## src/rtl/rm_pkg.sv

```systemverilog
// Shared types and default sizing for the runtime-monitor lane.
package rm_pkg;

    localparam int unsigned RM_NUM_EVENTS        = 10;
    localparam int unsigned RM_NUM_MONITORED_INS = 2;
    localparam int unsigned RM_RULES_PER_INS     = 5;
    localparam int unsigned RM_WINDOW_W          = 4;
    localparam int unsigned RM_NUM_RULES         = RM_NUM_MONITORED_INS * RM_RULES_PER_INS;
    localparam int unsigned RM_EVT_IDX_W         = $clog2(RM_NUM_EVENTS);
    localparam int unsigned RM_RULE_IDX_W        = $clog2(RM_NUM_RULES);

    typedef enum logic {
        RM_IDLE    = 1'b0,
        RM_PENDING = 1'b1
    } rm_rule_state_e;

    typedef struct packed {
        logic                    en;
        logic [RM_EVT_IDX_W-1:0] trig;
        logic [RM_EVT_IDX_W-1:0] resp;
        logic [RM_WINDOW_W-1:0]  window;
    } rm_rule_cfg_t;

endpackage

```

## src/rtl/rm_lane_mon_if.sv

```systemverilog
// Violation-report stream between a monitor lane and the RM collector.
interface rm_lane_mon_if #(
    parameter int unsigned RULE_IDX_W = rm_pkg::RM_RULE_IDX_W
) ();

    logic                  rpt_valid_o;
    logic                  rpt_ready_i;
    logic [RULE_IDX_W-1:0] rpt_rule_o;
    logic                  rpt_ovf_o;

    modport master (
        output rpt_valid_o,
        output rpt_rule_o,
        output rpt_ovf_o,
        input  rpt_ready_i
    );

    modport slave (
        input  rpt_valid_o,
        input  rpt_rule_o,
        input  rpt_ovf_o,
        output rpt_ready_i
    );

endinterface

```

## src/rtl/rm_rule_checker.sv

```systemverilog
// One bounded-response rule: trigger must be followed by response within cfg.window beats.
module rm_rule_checker
    import rm_pkg::*;
(
    input  logic         clk,
    input  logic         rst_n,
    input  logic         beat,
    input  logic         trig,
    input  logic         resp,
    input  rm_rule_cfg_t cfg,
    input  logic         clr,
    input  logic         load,
    output logic         busy,
    output logic         viol_c
);

    rm_rule_state_e         state_q, state_d;
    logic [RM_WINDOW_W-1:0] cnt_q, cnt_d;

    // Event selection happens in the parent; only enable and window matter here.
    logic unused_cfg;
    assign unused_cfg = ^{cfg.trig, cfg.resp};

    always_ff @(posedge clk or negedge rst_n) begin
        if (!rst_n) begin
            state_q <= RM_IDLE;
            cnt_q   <= '0;
            busy    <= 1'b0;
        end else begin
            state_q <= state_d;
            cnt_q   <= cnt_d;
            busy    <= (state_d == RM_PENDING);
        end
    end

    // Clear and reconfiguration both abort any check in flight.
    always_comb begin
        state_d = state_q;
        cnt_d   = cnt_q;
        viol_c  = 1'b0;
        if (clr || load) begin
            state_d = RM_IDLE;
            cnt_d   = '0;
        end else if (beat) begin
            case (state_q)
                RM_IDLE: begin
                    if (cfg.en && trig && !resp) begin
                        if (cfg.window == '0) begin
                            viol_c = 1'b1;
                        end else begin
                            state_d = RM_PENDING;
                            cnt_d   = cfg.window;
                        end
                    end
                end
                RM_PENDING: begin
                    if (resp) begin
                        state_d = RM_IDLE;
                        cnt_d   = '0;
                    end else if (cnt_q == RM_WINDOW_W'(1)) begin
                        viol_c  = 1'b1;
                        state_d = RM_IDLE;
                        cnt_d   = '0;
                    end else begin
                        cnt_d = cnt_q - RM_WINDOW_W'(1);
                    end
                end
                default: begin
                    state_d = RM_IDLE;
                    cnt_d   = '0;
                end
            endcase
        end
    end

endmodule

```

## src/rtl/rm_lane_mon.sv

```systemverilog
// Runtime-monitor lane: programmable bounded-response rules with sticky flags and a report stream.
module rm_lane_mon
    import rm_pkg::*;
#(
    parameter  int unsigned NUM_EVENTS        = RM_NUM_EVENTS,
    parameter  int unsigned NUM_MONITORED_INS = RM_NUM_MONITORED_INS,
    parameter  int unsigned RULES_PER_INS     = RM_RULES_PER_INS,
    parameter  int unsigned WINDOW_W          = RM_WINDOW_W,
    localparam int unsigned NUM_RULES         = NUM_MONITORED_INS * RULES_PER_INS,
    localparam int unsigned EVT_IDX_W         = $clog2(NUM_EVENTS),
    localparam int unsigned RULE_IDX_W        = $clog2(NUM_RULES)
) (
    input  logic                                        clk_i,
    input  logic                                        rst_ni,
    input  logic                                        lane_clear_i,
    input  logic                                        lane_valid_i,
    input  logic [NUM_MONITORED_INS-1:0][NUM_EVENTS-1:0] lane_vector_i,
    input  logic                                        cfg_we_i,
    input  logic [RULE_IDX_W-1:0]                       cfg_idx_i,
    input  logic                                        cfg_en_i,
    input  logic [EVT_IDX_W-1:0]                        cfg_trig_i,
    input  logic [EVT_IDX_W-1:0]                        cfg_resp_i,
    input  logic [WINDOW_W-1:0]                         cfg_window_i,
    output logic [NUM_RULES-1:0]                        monitor_o,
    output logic [NUM_RULES-1:0]                        busy_o,
    rm_lane_mon_if.master                               rpt
);

    rm_rule_cfg_t          cfg_q [NUM_RULES];
    logic                  cfg_wr_c;
    logic [NUM_RULES-1:0]  viol_c;
    logic [NUM_RULES-1:0]  pend_q;
    logic [NUM_RULES-1:0]  lowest_c;
    logic [NUM_RULES-1:0]  pop_c;
    logic [RULE_IDX_W-1:0] rule_c;
    logic                  ovf_q;

    assign cfg_wr_c = cfg_we_i && !lane_clear_i &&
                      ({1'b0, cfg_idx_i} < (RULE_IDX_W+1)'(NUM_RULES));

    always_ff @(posedge clk_i or negedge rst_ni) begin
        if (!rst_ni) begin
            for (int unsigned r = 0; r < NUM_RULES; r++) begin
                cfg_q[r] <= '0;
            end
        end else if (cfg_wr_c) begin
            cfg_q[cfg_idx_i] <= '{en: cfg_en_i, trig: cfg_trig_i,
                                  resp: cfg_resp_i, window: cfg_window_i};
        end
    end

    for (genvar r = 0; r < NUM_RULES; r++) begin : g_rule
        localparam int unsigned SLOT = r / RULES_PER_INS;
        logic trig_c, resp_c, load_c;

        // Out-of-range event indices select a constant 0.
        assign trig_c = ({1'b0, cfg_q[r].trig} < (EVT_IDX_W+1)'(NUM_EVENTS)) ?
                        lane_vector_i[SLOT][cfg_q[r].trig] : 1'b0;
        assign resp_c = ({1'b0, cfg_q[r].resp} < (EVT_IDX_W+1)'(NUM_EVENTS)) ?
                        lane_vector_i[SLOT][cfg_q[r].resp] : 1'b0;
        assign load_c = cfg_wr_c && (cfg_idx_i == RULE_IDX_W'(r));

        rm_rule_checker u_chk (
            .clk    (clk_i),
            .rst_n  (rst_ni),
            .beat   (lane_valid_i),
            .trig   (trig_c),
            .resp   (resp_c),
            .cfg    (cfg_q[r]),
            .clr    (lane_clear_i),
            .load   (load_c),
            .busy   (busy_o[r]),
            .viol_c (viol_c[r])
        );
    end

    // Lowest pending rule is presented; a handshake pops exactly that bit.
    assign lowest_c = pend_q & (~pend_q + NUM_RULES'(1));
    assign pop_c    = rpt.rpt_ready_i ? lowest_c : '0;

    always_comb begin
        rule_c = '0;
        for (int unsigned i = NUM_RULES; i > 0; i--) begin
            if (pend_q[i-1]) rule_c = RULE_IDX_W'(i-1);
        end
    end

    always_ff @(posedge clk_i or negedge rst_ni) begin
        if (!rst_ni) begin
            monitor_o <= '0;
            pend_q    <= '0;
            ovf_q     <= 1'b0;
        end else if (lane_clear_i) begin
            monitor_o <= '0;
            pend_q    <= '0;
            ovf_q     <= 1'b0;
        end else begin
            monitor_o <= monitor_o | viol_c;
            pend_q    <= (pend_q & ~pop_c) | viol_c;
            if (|(viol_c & pend_q & ~pop_c)) ovf_q <= 1'b1;
        end
    end

    assign rpt.rpt_valid_o = |pend_q;
    assign rpt.rpt_rule_o  = rule_c;
    assign rpt.rpt_ovf_o   = ovf_q;

endmodule

```

## src/flat_wrapper.sv

```systemverilog
// flat-port wrapper written by rule: the top's interface ports become plain ports
module rm_lane_mon_flat import rm_pkg::*;
#(
    parameter  int unsigned NUM_EVENTS        = RM_NUM_EVENTS,
    parameter  int unsigned NUM_MONITORED_INS = RM_NUM_MONITORED_INS,
    parameter  int unsigned RULES_PER_INS     = RM_RULES_PER_INS,
    parameter  int unsigned WINDOW_W          = RM_WINDOW_W,
    localparam int unsigned NUM_RULES         = NUM_MONITORED_INS * RULES_PER_INS,
    localparam int unsigned EVT_IDX_W         = $clog2(NUM_EVENTS),
    localparam int unsigned RULE_IDX_W        = $clog2(NUM_RULES)
)
  (clk_i, rst_ni, lane_clear_i, lane_valid_i, lane_vector_i, cfg_we_i, cfg_idx_i, cfg_en_i, cfg_trig_i, cfg_resp_i, cfg_window_i, monitor_o, busy_o, rpt_rpt_valid_o, rpt_rpt_rule_o, rpt_rpt_ovf_o, rpt_rpt_ready_i);
  rm_lane_mon_if #(.RULE_IDX_W(4)) rpt_i ();
  input  logic clk_i;
  input  logic rst_ni;
  input  logic lane_clear_i;
  input  logic lane_valid_i;
  input  logic [NUM_MONITORED_INS-1:0][NUM_EVENTS-1:0] lane_vector_i;
  input  logic cfg_we_i;
  input  logic [RULE_IDX_W-1:0] cfg_idx_i;
  input  logic cfg_en_i;
  input  logic [EVT_IDX_W-1:0] cfg_trig_i;
  input  logic [EVT_IDX_W-1:0] cfg_resp_i;
  input  logic [WINDOW_W-1:0] cfg_window_i;
  output logic [NUM_RULES-1:0] monitor_o;
  output logic [NUM_RULES-1:0] busy_o;
  output wire logic [$bits(rpt_i.rpt_valid_o)-1:0] rpt_rpt_valid_o;
  output wire logic [$bits(rpt_i.rpt_rule_o)-1:0] rpt_rpt_rule_o;
  output wire logic [$bits(rpt_i.rpt_ovf_o)-1:0] rpt_rpt_ovf_o;
  input wire logic [$bits(rpt_i.rpt_ready_i)-1:0] rpt_rpt_ready_i;
  assign rpt_rpt_valid_o = rpt_i.rpt_valid_o;
  assign rpt_rpt_rule_o = rpt_i.rpt_rule_o;
  assign rpt_rpt_ovf_o = rpt_i.rpt_ovf_o;
  assign rpt_i.rpt_ready_i = rpt_rpt_ready_i;
  rm_lane_mon #(.NUM_EVENTS(NUM_EVENTS), .NUM_MONITORED_INS(NUM_MONITORED_INS), .RULES_PER_INS(RULES_PER_INS), .WINDOW_W(WINDOW_W)) u_core (.clk_i(clk_i), .rst_ni(rst_ni), .lane_clear_i(lane_clear_i), .lane_valid_i(lane_valid_i), .lane_vector_i(lane_vector_i), .cfg_we_i(cfg_we_i), .cfg_idx_i(cfg_idx_i), .cfg_en_i(cfg_en_i), .cfg_trig_i(cfg_trig_i), .cfg_resp_i(cfg_resp_i), .cfg_window_i(cfg_window_i), .monitor_o(monitor_o), .busy_o(busy_o), .rpt(rpt_i));
endmodule
```

## config.mk

```make
export PLATFORM = sky130hd
export DESIGN_NAME = rm_lane_mon_flat
export DESIGN_NICKNAME = d
export VERILOG_FILES = /design/src/rtl/rm_pkg.sv /design/src/rtl/rm_lane_mon_if.sv /design/src/rtl/rm_rule_checker.sv /design/src/rtl/rm_lane_mon.sv /design/src/flat_wrapper.sv
export SDC_FILE = /design/constraint.sdc
export NUM_CORES = 1
export LEC_CHECK = 0
export BUFFER_PORTS_ARGS = -buffer_cell sky130_fd_sc_hd__clkbuf_2
export CORE_MARGIN = 5
export CORE_UTILIZATION = 56
export DETAILED_ROUTE_END_ITERATION = 7
export GPL_TIMING_DRIVEN = 1
export MAX_ROUTING_LAYER = met4
export PLACE_DENSITY = 0.88
export SLEW_MARGIN = 20
export SYNTH_ARGS = -nofsm -noshare
export SYNTH_HDL_FRONTEND = slang
export SYNTH_SLANG_ARGS = --single-unit
```

## constraint.sdc

```tcl
create_clock -name clk_i -period 2 [get_ports clk_i]
set_input_delay 0 -clock clk_i [delete_from_list [all_inputs] [get_ports clk_i]]
set_output_delay 0 -clock clk_i [all_outputs]
set_load 0.02 [all_outputs]
```

* Word-level counts from Yosys, hierarchy flattened *
Index checks and enable logic that the tools add are counted.

cells by class
  add/sub/neg operators = 11
  $lt $le $gt $ge = 43
  equality and inequality tests = 39
  muxes and demuxes = 288
  bitwise logic cells = 19
  reduce and logical (&&, ||, !) cells = 88

operators by type and width
  operator                                                               count
  4-bit 2-to-1 mux                                                       70
  1-bit 2-to-1 mux                                                       162
  130-bit bitwise mux                                                    1
  4-bit by 5-bit < comparator with 1-bit output (second input constant)  20
  4-bit < comparator (second input constant)                             21
  1-bit binary-select mux with 4-bit select                              20
  4-bit case mux with 2 select lines                                     10
  3-bit inequality test (second input constant)                          20
  13-bit demux with 4-bit select                                         1
  4-bit by 1-bit == test with 1-bit output (second input constant)       11
  4-bit logical NOT                                                      11
  10-bit AND                                                             4
  1-bit case mux with 2 select lines                                     20
  4-bit by 1-bit subtractor with 4-bit output (second input constant)    10
  1-bit logical AND                                                      33
  10-bit 2-to-1 mux                                                      3
  3-bit AND reduction                                                    10
  2-bit nonzero test                                                     11
  10-bit NOT                                                             2
  10-bit OR                                                              2
  10-bit OR reduction                                                    2
  4-bit by 3-bit == test with 1-bit output (second input constant)       4
  13-bit 2-to-1 mux                                                      1
  1-bit logical NOT                                                      11
  8 further kinds                                                        28

word-level totals
  register bits after elaboration = 201
  input bits = 43
  output and inout port bits = 26
  word-level logic and storage cells = 551

* Logic depth before layout (Yosys ltp) *
Gate-level depths: netlist of the first run.

  depth in word-level cells = 14
  depth in mapped cells = 10
  gate-level depth less buffers = 9

* Cells and area by module *
From an unflattened synthesis of the first run, not the netlist that was laid out.

unflattened totals
  cell total of the unflattened synthesis = 1,064
  area total of the unflattened synthesis = 11,987.7 um^2

modules (own cells, without submodules)
  module           times used  cells an instance  area an instance (um^2)  sequential area each (um^2)
  rm_lane_mon      1           564                7,621.1                  3,778.6
  rm_rule_checker  10          50                 436.7                    125.1

* Worst setup path after synthesis of the first run *
Ideal clock, no wire load.

  path kind = register to register
  start point = reg u_core.cfg_q[73] (netlist bit)
  end point = reg u_core.g_rule[4].u_chk.cnt_q[3]
  library setup time = 0.127 ns
  arrival time = 2.098 ns
  data required time = 1.873 ns
  slack = -0.226 ns
  stages on the path, launching flop included = 9
  path buffers = 1
  period minus slack after synthesis = 2.226 ns
  cells stage by stage = dfrtp_1 -> clkbuf_1 -> mux2_2 -> a22oi_1 -> a21oi_1 -> a31oi_1 -> nor2_1 -> nor3_1 -> mux2_1

on the way
  longest elaborated chain between the ends = 7
  elaborated cells between the ends (all ways) = 8
  classes of those cells = order compare: 1; eq/ne: 1; mux: 3; reduce/logical: 3

RTL lines
  what                                       line                   RTL
  start: declaration                         rm_lane_mon.sv:29      rm_rule_cfg_t cfg_q [NUM_RULES];
  start signal: indexed assignment           rm_lane_mon.sv:47      cfg_q[cfg_idx_i] <= '{en: cfg_en_i, trig: cfg_trig_i,
  1-bit binary-select mux with 4-bit select  rm_lane_mon.sv:58      lane_vector_i[SLOT][cfg_q[r].trig] : 1'b0;
  1-bit 2-to-1 mux (implied by the code)     rm_lane_mon.sv:58
  1-bit 2-to-1 mux *                         rm_lane_mon.sv:57      assign trig_c = ({1'b0, cfg_q[r].trig} < (EVT_IDX_W+1)'(NUM_EVENTS)) ?
  1-bit logical AND * (2 in series)          rm_rule_checker.sv:47  if (cfg.en && trig && !resp) begin
  3-bit inequality test (no source line) *   -
  3-bit AND reduction (no source line) *     -
  end signal: assignment                     rm_rule_checker.sv:31  cnt_q <= cnt_d;
  end: declaration                           rm_rule_checker.sv:18  logic [RM_WINDOW_W-1:0] cnt_q, cnt_d;

Every way passes the cells marked *; elsewhere a longest branch is shown, timed or not. The select of a mux whose other input is x is not followed.
A chain may end at the register's enable or synchronous reset.

* Final worst setup path of the first run *
Same ends and word-level chain as after synthesis.

==> results.sh, run 1 <==
export IMPL_synth_xor_area_frac=0.00750
export IMPL_syn_num_nets=1229
export IMPL_slew_violations=0
export IMPL_synthSimpleGateAreaFrac=0.157
export IMPL_grt_remaining_overflow=0
export IMPL_vias=11000
export IMPL_gr_usage_met2=0.524
export IMPL_drc=0
export IMPL_htreeDepth=1
export IMPL_grt_pass1_wl_mm=59.3
export IMPL_start_util=0.573
export IMPL_dieWidth_um=154
export IMPL_use_met3=0.0682
export IMPL_crit_path_end_kind="register"
export IMPL_vdd_drop_max_uv=851
export IMPL_routedWlPerCell_um=24.4
export IMPL_arrival_ns=2.79
export IMPL_synth_compound_area_frac=0.125
export IMPL_period_share=1.19
export IMPL_fin_tns_setup_ns=-8.61
export IMPL_die_height_um=154
export IMPL_insertion_delay_ns=0.53
export IMPL_clock_sinks=201
export IMPL_layout_drive_gt1_share=0.435
export IMPL_worstSetupPathType="reg2reg"
export IMPL_cp_start_kind="register"
export IMPL_wl_mm=40.3
export IMPL_std_cell_rows=52
export IMPL_port_buffer_count=68
export IMPL_n_fill_cell=1121
export IMPL_drt_pass1_iter_count=5
export IMPL_leakage_nw=6.81
export IMPL_synthArstFlopShare=1.00
export IMPL_track_usage=0.320
export IMPL_setup_violations=62
export IMPL_die_area_sq_mm=0.0238
export IMPL_status="complete, but fails checks"
export IMPL_synthCells=1166
export IMPL_fin_ws_ns=-0.387
export IMPL_synth_top_family_by_area="multiplexers"
export IMPL_ys_types=82
export IMPL_synthAdderAreaFrac=0.0214
export IMPL_grt_use_met1=0.373
export IMPL_ys_ff_latch=201
export IMPL_synth_edf_count=0
export IMPL_area_growth_pct=32.1
export IMPL_pwr_density_cell_mw_per_mm2=952
export IMPL_min_path_type="in2async"
export IMPL_core_area_sq_mm=0.0204
export IMPL_first_iter_violations=1269
export IMPL_antenna_found_initial=1
export IMPL_relSlewSlack=0.524
export IMPL_cts_buffers=22
export IMPL_tightestPinTransition_ns=0.708
export IMPL_avgViaCountPerCell=6.65
export IMPL_critPathRequiredTime_ns=2.40
export IMPL_violations="negative setup slack"
export IMPL_grt_max_degree=64
export IMPL_cts_clk_slew_worst_paths_ns=0.07
export IMPL_grt_pass1_vias=11200
export IMPL_syn_area_sq_mm=0.0117
export IMPL_ant_nets=0
export IMPL_ys_flop_type="dfrtp_1"
export IMPL_grt_busiest_layer="met2"
export IMPL_syn_avg_cell_area_sq_um=10.0
export IMPL_cts_buffer_depth=3
export IMPL_period_needed_ns=2.39
export IMPL_yosysSeqAreaShare=0.431
export IMPL_dp_hpwl_mm=22.4
export IMPL_cts_tree="yes"
export IMPL_rsz0062_at_grt="true"
export IMPL_muxShareOfSynthArea=0.205
export IMPL_nets=1431
export IMPL_cap_violations=0
export IMPL_yosys_warnings=0
export IMPL_pin_count=69
export IMPL_utilization=0.757
export IMPL_fmax_ghz=0.419
export IMPL_hold_violations=0
export IMPL_gp_congestion=0.928
export IMPL_fin_skew_ns=0.0206
export IMPL_critPathMaxFanout=5
export IMPL_root_buffer="clkbuf_16"
export IMPL_total_power_mw=14.7
[area by class of cell]
cell class,instances,area [sq um],share of cell area
antenna,1,2.50,0.000162
clock buffer,30,642,0.0416
clock inverter,8,149,0.00965
inverter,62,233,0.0151
multi-input combinational,824,7060,0.458
sequential,201,5040,0.327
tap,270,338,0.0219
timing repair buffer,257,1950,0.127
[worst paths after layout]
path / from / cells past startpoint / slack, ns / endpoint
max: u_core.cfg_q[73] / 8 / -0.39 / u_core.g_rule[4].u_chk.cnt_q[3]
min: rst_ni / 2 / 0.03 / u_core.cfg_q[78]
max reg2reg: u_core.cfg_q[73] / 8 / -0.39 / u_core.g_rule[4].u_chk.cnt_q[3]
min reg2reg: u_core.cfg_q[77] / 2 / 0.49 / u_core.cfg_q[77]
max in group asynchronous: rst_ni / 3 / 1.22 / u_core.g_rule[6].u_chk.state_q
min in group clk_i: cfg_we_i / 3 / 0.05 / u_core.g_rule[2].u_chk.cnt_q[3]
[power by group]
group | internal [mW] | switching, mW | total, mW
Combinational | 2.44 | 2.39 | 4.83
Clock | 2.76 | 1.73 | 4.50
Sequential | 4.67 | 0.690 | 5.36
Total | 9.87 | 4.82 | 14.7
[layer usage]
layer / vias up / routed length [um]
li1: 4577 / -
met1: 5384 / 14000
met2: 774 / 19800
met3: 259 / 3910
met4: 0 / 2580
met5: - / 0
[flip-flops by register name, indices dropped and copies added (netlist names)]
| register | cells |
|---|---|
| u_core.cfg_q | 130 |
| u_core.monitor_o | 10 |
| u_core.g_rule.u_chk.cnt_q | 40 |
| u_core.rpt.rpt_ovf_o | 1 |
| u_core.pend_q | 10 |
| u_core.g_rule.u_chk.state_q | 10 |
[cells in the mapped netlist (5+ instances only)]
master     number  area share
clkbuf_1       51       0.016
a211oi_1       12      0.0077
nand3b_1        9      0.0058
xnor2_1         9      0.0068
a2111oi_0       5      0.0037
buf_4          10      0.0064
buf_2           7      0.0030
o21ai_1         9      0.0039
inv_1          61       0.020
o21ai_0        46       0.020
nand2b_1       18      0.0096
a32o_1          5      0.0043
mux2i_1        53       0.045
mux2_2        117        0.11
nor4b_1         5      0.0037
nand4_1         6      0.0032
dfrtp_1       201        0.43
a31oi_1        11      0.0059
or4_1           5      0.0032
buf_1           7      0.0023
nor4_1          8      0.0043
ha_1           20       0.021
nor2_1         85       0.027
o21a_1          5      0.0032
mux4_2         21       0.041
and3_1          7      0.0037
a21o_1          8      0.0051
nor3_1         26       0.011
nand2_1       147       0.047
nand3_1        16      0.0069
nor3b_1        11      0.0071
a21oi_1        45       0.019
a22oi_1        15      0.0096
o22ai_1        10      0.0054
nor2b_1        17      0.0091
[critical path, stage by stage, from the launching register on]
cell     delay [ns]
dfrtp_2        0.44
mux2i_1        0.24
a21oi_1        0.17
a22oi_2        0.32
a21oi_2        0.10
a31oi_2        0.27
nor2_1         0.09
nor3_2         0.28
mux2_1         0.36
[placed cells by master (no fill, tap or decap), types with 23 or more instances in the layout]
cell and count:
a21oi_2 23, buf_4 141, buf_6 27, clkbuf_16 23, clkbuf_2 67, dfrtp_1 189
inv_1 61, mux2_2 116, mux2i_1 48, mux4_2 23, nand2_1 133, nor2_1 70
o21ai_0 23
[stage by stage]
stage          instances  hold slack (ns)  worst slack, ns  instance area (sq um)
2_1_floorplan       1166           -0.296           -0.137                  11700
3_3_place_gp        1567           0.0286           -0.204                  13100
3_5_place_dp        1567           0.0296           -0.297                  13100
4_1_cts             1644          0.00207           -0.309                  14900
5_1_grt             1653           0.0643           -0.457                  15400
6_report            1653           0.0266           -0.387                  15400
[repair_timing]
| action | CTS | global route |
|---|---|---|
| resized for setup | 143 | 122 |
| pin swaps | 82 | 60 |
| hold buffers | 18 | 0 |
| endpoints found under the setup margin | 65 | 71 |
| endpoints found under the hold margin | 238 | 0 |
| cloned | 1 | 0 |
| buffers inserted | 24 | 12 |
[cell families after synthesis]
logic type	Yosys count
and+or+nand+nor	380
AOI/OAI and AO/OA	218
DFF	201
muxes	195
buffers and inverters	142
adders and majority gates	20
xor gates and xnor gates	10
No activity file was read; power rests on OpenSTA's default activity.
==> run 2: changes to the inputs <==
GPL_TIMING_DRIVEN = 0   (was 1)
==> run 2 against run 1 <==
Compared with the run above:
- register-to-register slack worse by 0.12 ns
- final area fell by 6.7%
- worst setup slack got worse by 0.12 ns
- sequential share of layout area increased by 2.3 points
- wire length shrank 6.8%
- fmax shrank 4.8%
- worst hold slack improved by 0.0040 ns
- combinational power fell by 15%
- total power shrank 7.0%
- largest power group unchanged
- flip-flop and latch count unchanged
- the run still ends with negative setup slack left
- clock skew down 0.011 ns
- largest cell class unchanged
- non-clock buffer count decreased by 76
==> results.sh, run 2 (same netlist as run 1, synthesis figures left out) <==
export IMPL_relSlewSlack=0.158
export IMPL_grt_pass1_wl_mm=54.5
export IMPL_fmax_ghz=0.399
export IMPL_grt_remaining_overflow=0
export IMPL_area_growth_pct=23.3
export IMPL_grt_pass1_vias=10400
export IMPL_dieWidth_um=154
export IMPL_r2r_start="u_core.cfg_q[112]"
export IMPL_cp_start_kind="register"
export IMPL_final_common_cell="dfrtp_1"
export IMPL_slew_violations=0
export IMPL_fin_ws_ns=-0.508
export IMPL_grt_max_degree=86
export IMPL_nets=1354
export IMPL_gr_usage_met2=0.465
export IMPL_vdd_drop_max_uv=730
export IMPL_drc=0
export IMPL_setup_violations=59
export IMPL_cts_tree="yes"
export IMPL_hold_depth=4
export IMPL_period_needed_ns=2.51
export IMPL_wl_mm=37.6
export IMPL_largest_reg_flops=130
export IMPL_fin_cells=1578
export IMPL_min_from="cfg_idx_i[1]"
export IMPL_std_cell_rows=52
export IMPL_die_area_sq_mm=0.0238
export IMPL_top_regs="u_core.cfg_q: 130 flops, u_core.g_rule.u_chk.cnt_q: 40 flops"
export IMPL_hold_path_endpoint="u_core.cfg_q[74]"
export IMPL_leakage_nw=6.17
export IMPL_pwr_density_cell_mw_per_mm2=948
export IMPL_ant_nets=0
export IMPL_layout_drive_gt1_share=0.347
export IMPL_worst_path_buf_inv=1
export IMPL_rsz0062_at_grt="true"
export IMPL_placed_area_sq_mm=0.0123
export IMPL_critPathRequiredTime_ns=2.43
export IMPL_cts_buffers=22
export IMPL_worstSetupPathType="reg2reg"
export IMPL_pin_count=69
export IMPL_arrival_ns=2.94
export IMPL_violations="negative setup slack"
export IMPL_grt_busiest_layer="met2"
export IMPL_crit_path_end_kind="register"
export IMPL_antenna_found_initial=2
export IMPL_cp_cell_sequence="mux2i_1, or4_4, nand3_1, a32o_2, nand4_1, buf_4, o221a_1, o311a_1, a31oi_1"
export IMPL_status="complete, but fails checks"
export IMPL_reg2reg_slack_ns=-0.51
export IMPL_r2r_end="u_core.rpt.rpt_ovf_o"
export IMPL_final_area_sq_mm=0.0144
export IMPL_vias=10800
export IMPL_dp_hpwl_mm=20.8
export IMPL_start_util=0.573
export IMPL_core_area_sq_mm=0.0204
export IMPL_reg2reg_depth=9
export IMPL_tightestPinTransition_ns=1.26
export IMPL_hold_violations=0
export IMPL_first_iter_violations=1637
export IMPL_critPathMaxFanout=5
export IMPL_drt_pass1_iter_count=6
export IMPL_largest_register="u_core.cfg_q"
export IMPL_fin_skew_ns=0.00942
export IMPL_min_path_type="in2reg"
export IMPL_n_fill_cell=1243
export IMPL_critPathTopFamily="simple AND/OR/NAND/NOR gates"
export IMPL_cts_buffer_depth=3
export IMPL_final_cell_mix="dfrtp_1, nand2_1, mux2_2"
export IMPL_cts_clk_slew_worst_paths_ns=0.06
export IMPL_insertion_delay_ns=0.52
export IMPL_root_buffer="clkbuf_16"
export IMPL_cp_slowest_stage_delay_ns=0.49
export IMPL_grt_use_met1=0.358
export IMPL_period_share=1.25
export IMPL_fin_tns_setup_ns=-11.79
export IMPL_htreeDepth=1
export IMPL_cpMaxStageDelayCell="or4_4"
export IMPL_clock_sinks=201
export IMPL_routedWlPerCell_um=23.8
export IMPL_placedCellCount=1475
export IMPL_die_height_um=154
export IMPL_gp_congestion=0.893
export IMPL_cap_violations=0
export IMPL_avgViaCountPerCell=6.83
export IMPL_use_met3=0.0573
export IMPL_port_buffer_count=37
export IMPL_track_usage=0.290
## run 2: tightest hold or removal path: stages
cell      delay, ns
clkbuf_2       0.17
nor3_2         0.15
nand2_1        0.09
o21ai_0        0.08
## run 2: per-stage QoR
stage	hold slack [ns]	utilization	worst slack [ns]	total power, mW
finish	0.0305	0.707	-0.508	13.7
CTS	0.0113	0.678	-0.363	12.9
global route	0.0675	0.707	-0.650	14.1
detailed placement	0.0931	0.605	-0.652	8.23
global placement	0.362	0.602	-2.81	8.04
floorplan	-0.296	-	-0.137	7.45
## run 2: area by class of cell
class	count	area [sq um]	area share
Inverter	62	233	0.0162
Timing Repair Buffer	106	813	0.0565
Tap cell	270	338	0.0235
Antenna cell	3	7.51	0.000522
Clock inverter	6	58.8	0.00409
Buffer	75	387	0.0269
Multi-Input combinational cell	823	6840	0.475
Clock buffer	32	669	0.0465
Sequential cell	201	5050	0.351
## run 2: routing by layer
layer | vias up | wire, um
met5 | - | 0
met2 | 871 | 18000
met1 | 5204 | 12700
li1 | 4438 | -
met4 | 0 | 2520
met3 | 267 | 4400
## run 2: timing repair
| item | in CTS | in global routing |
|---|---|---|
| cloned | 1 | 0 |
| gates resized for setup | 100 | 109 |
| hold endpoints to repair | 100 | 0 |
| buffers inserted | 36 | 27 |
| pin swaps | 39 | 57 |
| hold buffers | 8 | 0 |
| setup endpoints to repair | 65 | 71 |
## run 2: how the worst max path moves through the flow
stage	start	endpoint	slack (ns)	cells after the start
after floorplan	u_core.cfg_q[30]	u_core.g_rule[7].u_chk.cnt_q[2]	-0.14	7
after global placement	rst_ni	u_core.g_rule[9].u_chk.cnt_q[0]	-2.81	1
after detailed placement	u_core.cfg_q[73]	u_core.rpt.rpt_ovf_o	-0.65	8
after CTS	u_core.cfg_q[121]	u_core.rpt.rpt_ovf_o	-0.36	7
after global routing	u_core.cfg_q[112]	u_core.rpt.rpt_ovf_o	-0.65	9
final	u_core.cfg_q[112]	u_core.rpt.rpt_ovf_o	-0.51	9
## run 2: report_power, final
group | switching [mW] | internal [mW]
clock | 1.71 | 2.44
combinational | 2.13 | 1.98
sequential | 0.716 | 4.67
==> run 3: changes to the inputs <==
ABC_AREA = 1   (was not set)
PLACE_DENSITY = not set   (was 0.88)
PLACE_DENSITY_LB_ADDON = 0.05   (was not set)
==> run 3 against run 2 <==
Compared with the run above:
- highest routed layer unchanged
- sequential power shrank 6.3%
- total power shrank 10%
- area after synthesis shrank 0.20%
- largest cell class unchanged
- the run now ends clean
- clock skew grew 0.0048 ns
- critical endpoint unchanged
==> results.sh, run 3 <==
export IMPL_status="completed"
export IMPL_leakage_nw=6.67
export IMPL_critPathTopFamily="simple AND/OR/NAND/NOR gates"
export IMPL_tightestPinTransition_ns=0.764
export IMPL_final_cell_mix="nand2_1, o21ai_0, inv_1, dfrtp_1, nand3_1"
export IMPL_ys_types=48
export IMPL_fin_tns_setup_ns=0
export IMPL_fin_ws_ns=0.116
export IMPL_yosys_top_cells_count="nand2_1, o21ai_0, inv_1, dfrtp_1, nand3_1"
export IMPL_place_ws_ns=-0.138
export IMPL_grt_pass1_wl_mm=54.7
export IMPL_pwr_density_cell_mw_per_mm2=905
export IMPL_cp_cell_sequence="inv_1, nand2_1, nand3_1, a21boi_0, nand3_1, nor2_1, nand2_1, nand2_1, nand3_1, nand2_1, nor2_1, nand3_1, nand2_1, inv_1"
export IMPL_track_usage=0.288
export IMPL_routedWlPerCell_um=16.6
export IMPL_synth_edf_count=0
export IMPL_cp_start_kind="register"
export IMPL_cts_buffers=24
export IMPL_arrival_ns=2.34
export IMPL_drt_pass1_iter_count=7
export IMPL_grt_remaining_overflow=0
export IMPL_nets=1791
export IMPL_drc=0
export IMPL_total_power_mw=12.3
export IMPL_dieWidth_um=154
export IMPL_setup_violations=0
export IMPL_synthArstFlopShare=1.00
export IMPL_ys_ff_latch=201
export IMPL_n_fill_cell=1771
export IMPL_port_buffer_count=67
export IMPL_die_height_um=154
export IMPL_yosysTopAreaCellShare=0.432
export IMPL_crit_cells=14
export IMPL_gp_congestion=0.935
export IMPL_vdd_drop_max_uv=681
export IMPL_yosysSeqAreaShare=0.432
export IMPL_hold_violations=0
export IMPL_layout_drive_gt1_share=0.127
export IMPL_cap_violations=0
export IMPL_period_needed_ns=1.88
export IMPL_crit_path_end_kind="register"
export IMPL_ys_flop_type="dfrtp_1"
export IMPL_dp_hpwl_mm=23.6
export IMPL_start_util=0.572
export IMPL_final_area_sq_mm=0.0136
export IMPL_largest_register="u_core.cfg_q"
export IMPL_first_iter_violations=715
export IMPL_utilization=0.666
export IMPL_syn_area_sq_mm=0.0117
export IMPL_synthSimpleGateAreaFrac=0.295
export IMPL_pin_count=69
export IMPL_wl_mm=33.5
export IMPL_final_common_cell="nand2_1"
export IMPL_area_growth_pct=16.4
export IMPL_syn_num_nets=1678
export IMPL_cts_tree="yes"
export IMPL_top_regs="u_core.cfg_q: 130 flops, u_core.g_rule.u_chk.cnt_q: 40 flops"
export IMPL_diodes=0
export IMPL_syn_avg_cell_area_sq_um=7.22
export IMPL_synth_xor_area_frac=0.00676
export IMPL_cpMaxStageDelayCell="dfrtp_2"
export IMPL_yosys_area_top_type="dfrtp_1"
export IMPL_worstSetupPathType="reg2reg"
export IMPL_core_area_sq_mm=0.0204
export IMPL_insertion_delay_ns=0.52
export IMPL_min_path_type="in2reg"
export IMPL_ant_nets=0
export IMPL_cts_clk_slew_worst_paths_ns=0.06
export IMPL_placed_area_sq_mm=0.0124
export IMPL_muxShareOfSynthArea=0
export IMPL_die_area_sq_mm=0.0238
export IMPL_critPathRequiredTime_ns=2.46
export IMPL_synth_most_common_cell="nand2_1"
export IMPL_cp_slowest_stage_delay_ns=0.41
export IMPL_cts_buffer_depth=3
export IMPL_relSlewSlack=0.490
export IMPL_antenna_found_initial=0
export IMPL_fmax_ghz=0.531
export IMPL_fin_skew_ns=0.0142
export IMPL_synth_area_top_cells="dfrtp_1, nand2_1, o21ai_0"
export IMPL_crit_path_frequent_cell="nand2_1"
export IMPL_root_buffer="clkbuf_16"
export IMPL_largest_reg_flops=130
export IMPL_grt_pass1_vias=10800
export IMPL_synth_compound_area_frac=0.154
export IMPL_avgViaCountPerCell=5.59
export IMPL_clock_sinks=201
export IMPL_period_share=0.942
export IMPL_critPathMaxFanout=7
export IMPL_synth_top_family_by_area="simple AND/OR/NAND/NOR gates"
export IMPL_htreeDepth=1
export IMPL_worst_path_buf_inv=2
export IMPL_std_cell_rows=52
export IMPL_synthCells=1615
export IMPL_hold_depth=3
export IMPL_reg2reg_depth=14
export IMPL_yosys_warnings=0
export IMPL_vias=11300
export IMPL_synthAdderAreaFrac=0.0215
export IMPL_grt_max_degree=83
export IMPL_slew_violations=0
[run 3: changes by cell type in the layout (fill, tap and decap cells not counted), moves of 19 or more]
| cell | before | now |
|---|---|---|
| nand2_1 | 137 | 474 |
| o21ai_0 | 27 | 201 |
| nand3_1 | 14 | 181 |
| inv_1 | 61 | 193 |
| mux2_2 | 117 | 0 |
| mux2i_1 | 47 | 0 |
| buf_4 | 58 | 14 |
| a21oi_1 | 27 | 59 |
| clkbuf_2 | 37 | 69 |
| nor2_1 | 75 | 45 |
| clkbuf_1 | 50 | 24 |
| mux4_2 | 23 | 0 |
| inv_2 | 0 | 22 |
| buf_6 | 19 | 0 |
[run 3: per-stage QoR]
stage,std cells,hold slack (ns)
2_1_floorplan,1615,-0.296
3_3_place_gp,1952,0.229
3_5_place_dp,1954,-0.0391
4_1_cts,2014,0.0117
5_1_grt,2014,0.0539
6_report,2014,0.0262
[run 3: kinds of logic (layout without fill, tap and decap cells)]
logic type | after synthesis | after routing
xor gates and xnor gates | 9 | 9
buffers and inverters | 266 | 395
adders and majority gates | 20 | 20
DFF | 201 | 201
AOI/OAI and AO/OA | 327 | 327
and+or+nand+nor | 792 | 792
[run 3: cell type report]
type	instances	area, sq um	area share
inverter	221	832	0.0613
clock inverter	11	114	0.00839
buffer	42	210	0.0155
clock buffer	31	688	0.0507
multi-input combinational	1148	5730	0.422
sequential	201	5040	0.372
tap	270	338	0.0249
timing repair buffer	90	612	0.0451
[run 3: timing repair]
| action | in CTS | in global routing |
|---|---|---|
| endpoints found under the setup margin | 1 | 44 |
| hold endpoints to repair | 247 | 0 |
| hold buffers | 18 | 0 |
| pin swaps | 1 | 18 |
| setup buffers | 0 | 3 |
| cloned | 0 | 0 |
| resized for setup | 1 | 75 |
[run 3: metal layers]
layer  GRT usage  wire (um)  vias to the layer above
li1            -          -                     5542
met1       0.376      14400                     5298
met2       0.465      16100                      340
met3      0.0324       1850                       85
met4       0.109       1210                        0
met5           -          0                        -
[run 3: worst min-delay path, cell delays in order]
cell	delay (ns)
clkbuf_2	0.07
inv_1	0.21
o21ai_0	0.22
[run 3: worst paths after layout]
kind,from,end,slack [ns]
min in group asynchronous,rst_ni,u_core.cfg_q[8],0.47
max reg2reg,u_core.cfg_q[47],u_core.rpt.rpt_ovf_o,0.12
min reg2reg,u_core.cfg_q[51],u_core.cfg_q[51],0.48
max in group asynchronous,rst_ni,u_core.cfg_q[52],0.89
min,cfg_en_i,u_core.cfg_q[129],0.03
max,u_core.cfg_q[47],u_core.rpt.rpt_ovf_o,0.12
[run 3: where the power goes]
part           switching (mW)  internal, mW  total (mW)
combinational            1.80         0.997        2.80
sequential              0.452          4.59        5.05
clock                    1.75          2.68        4.43
total                    4.01          8.27        12.3
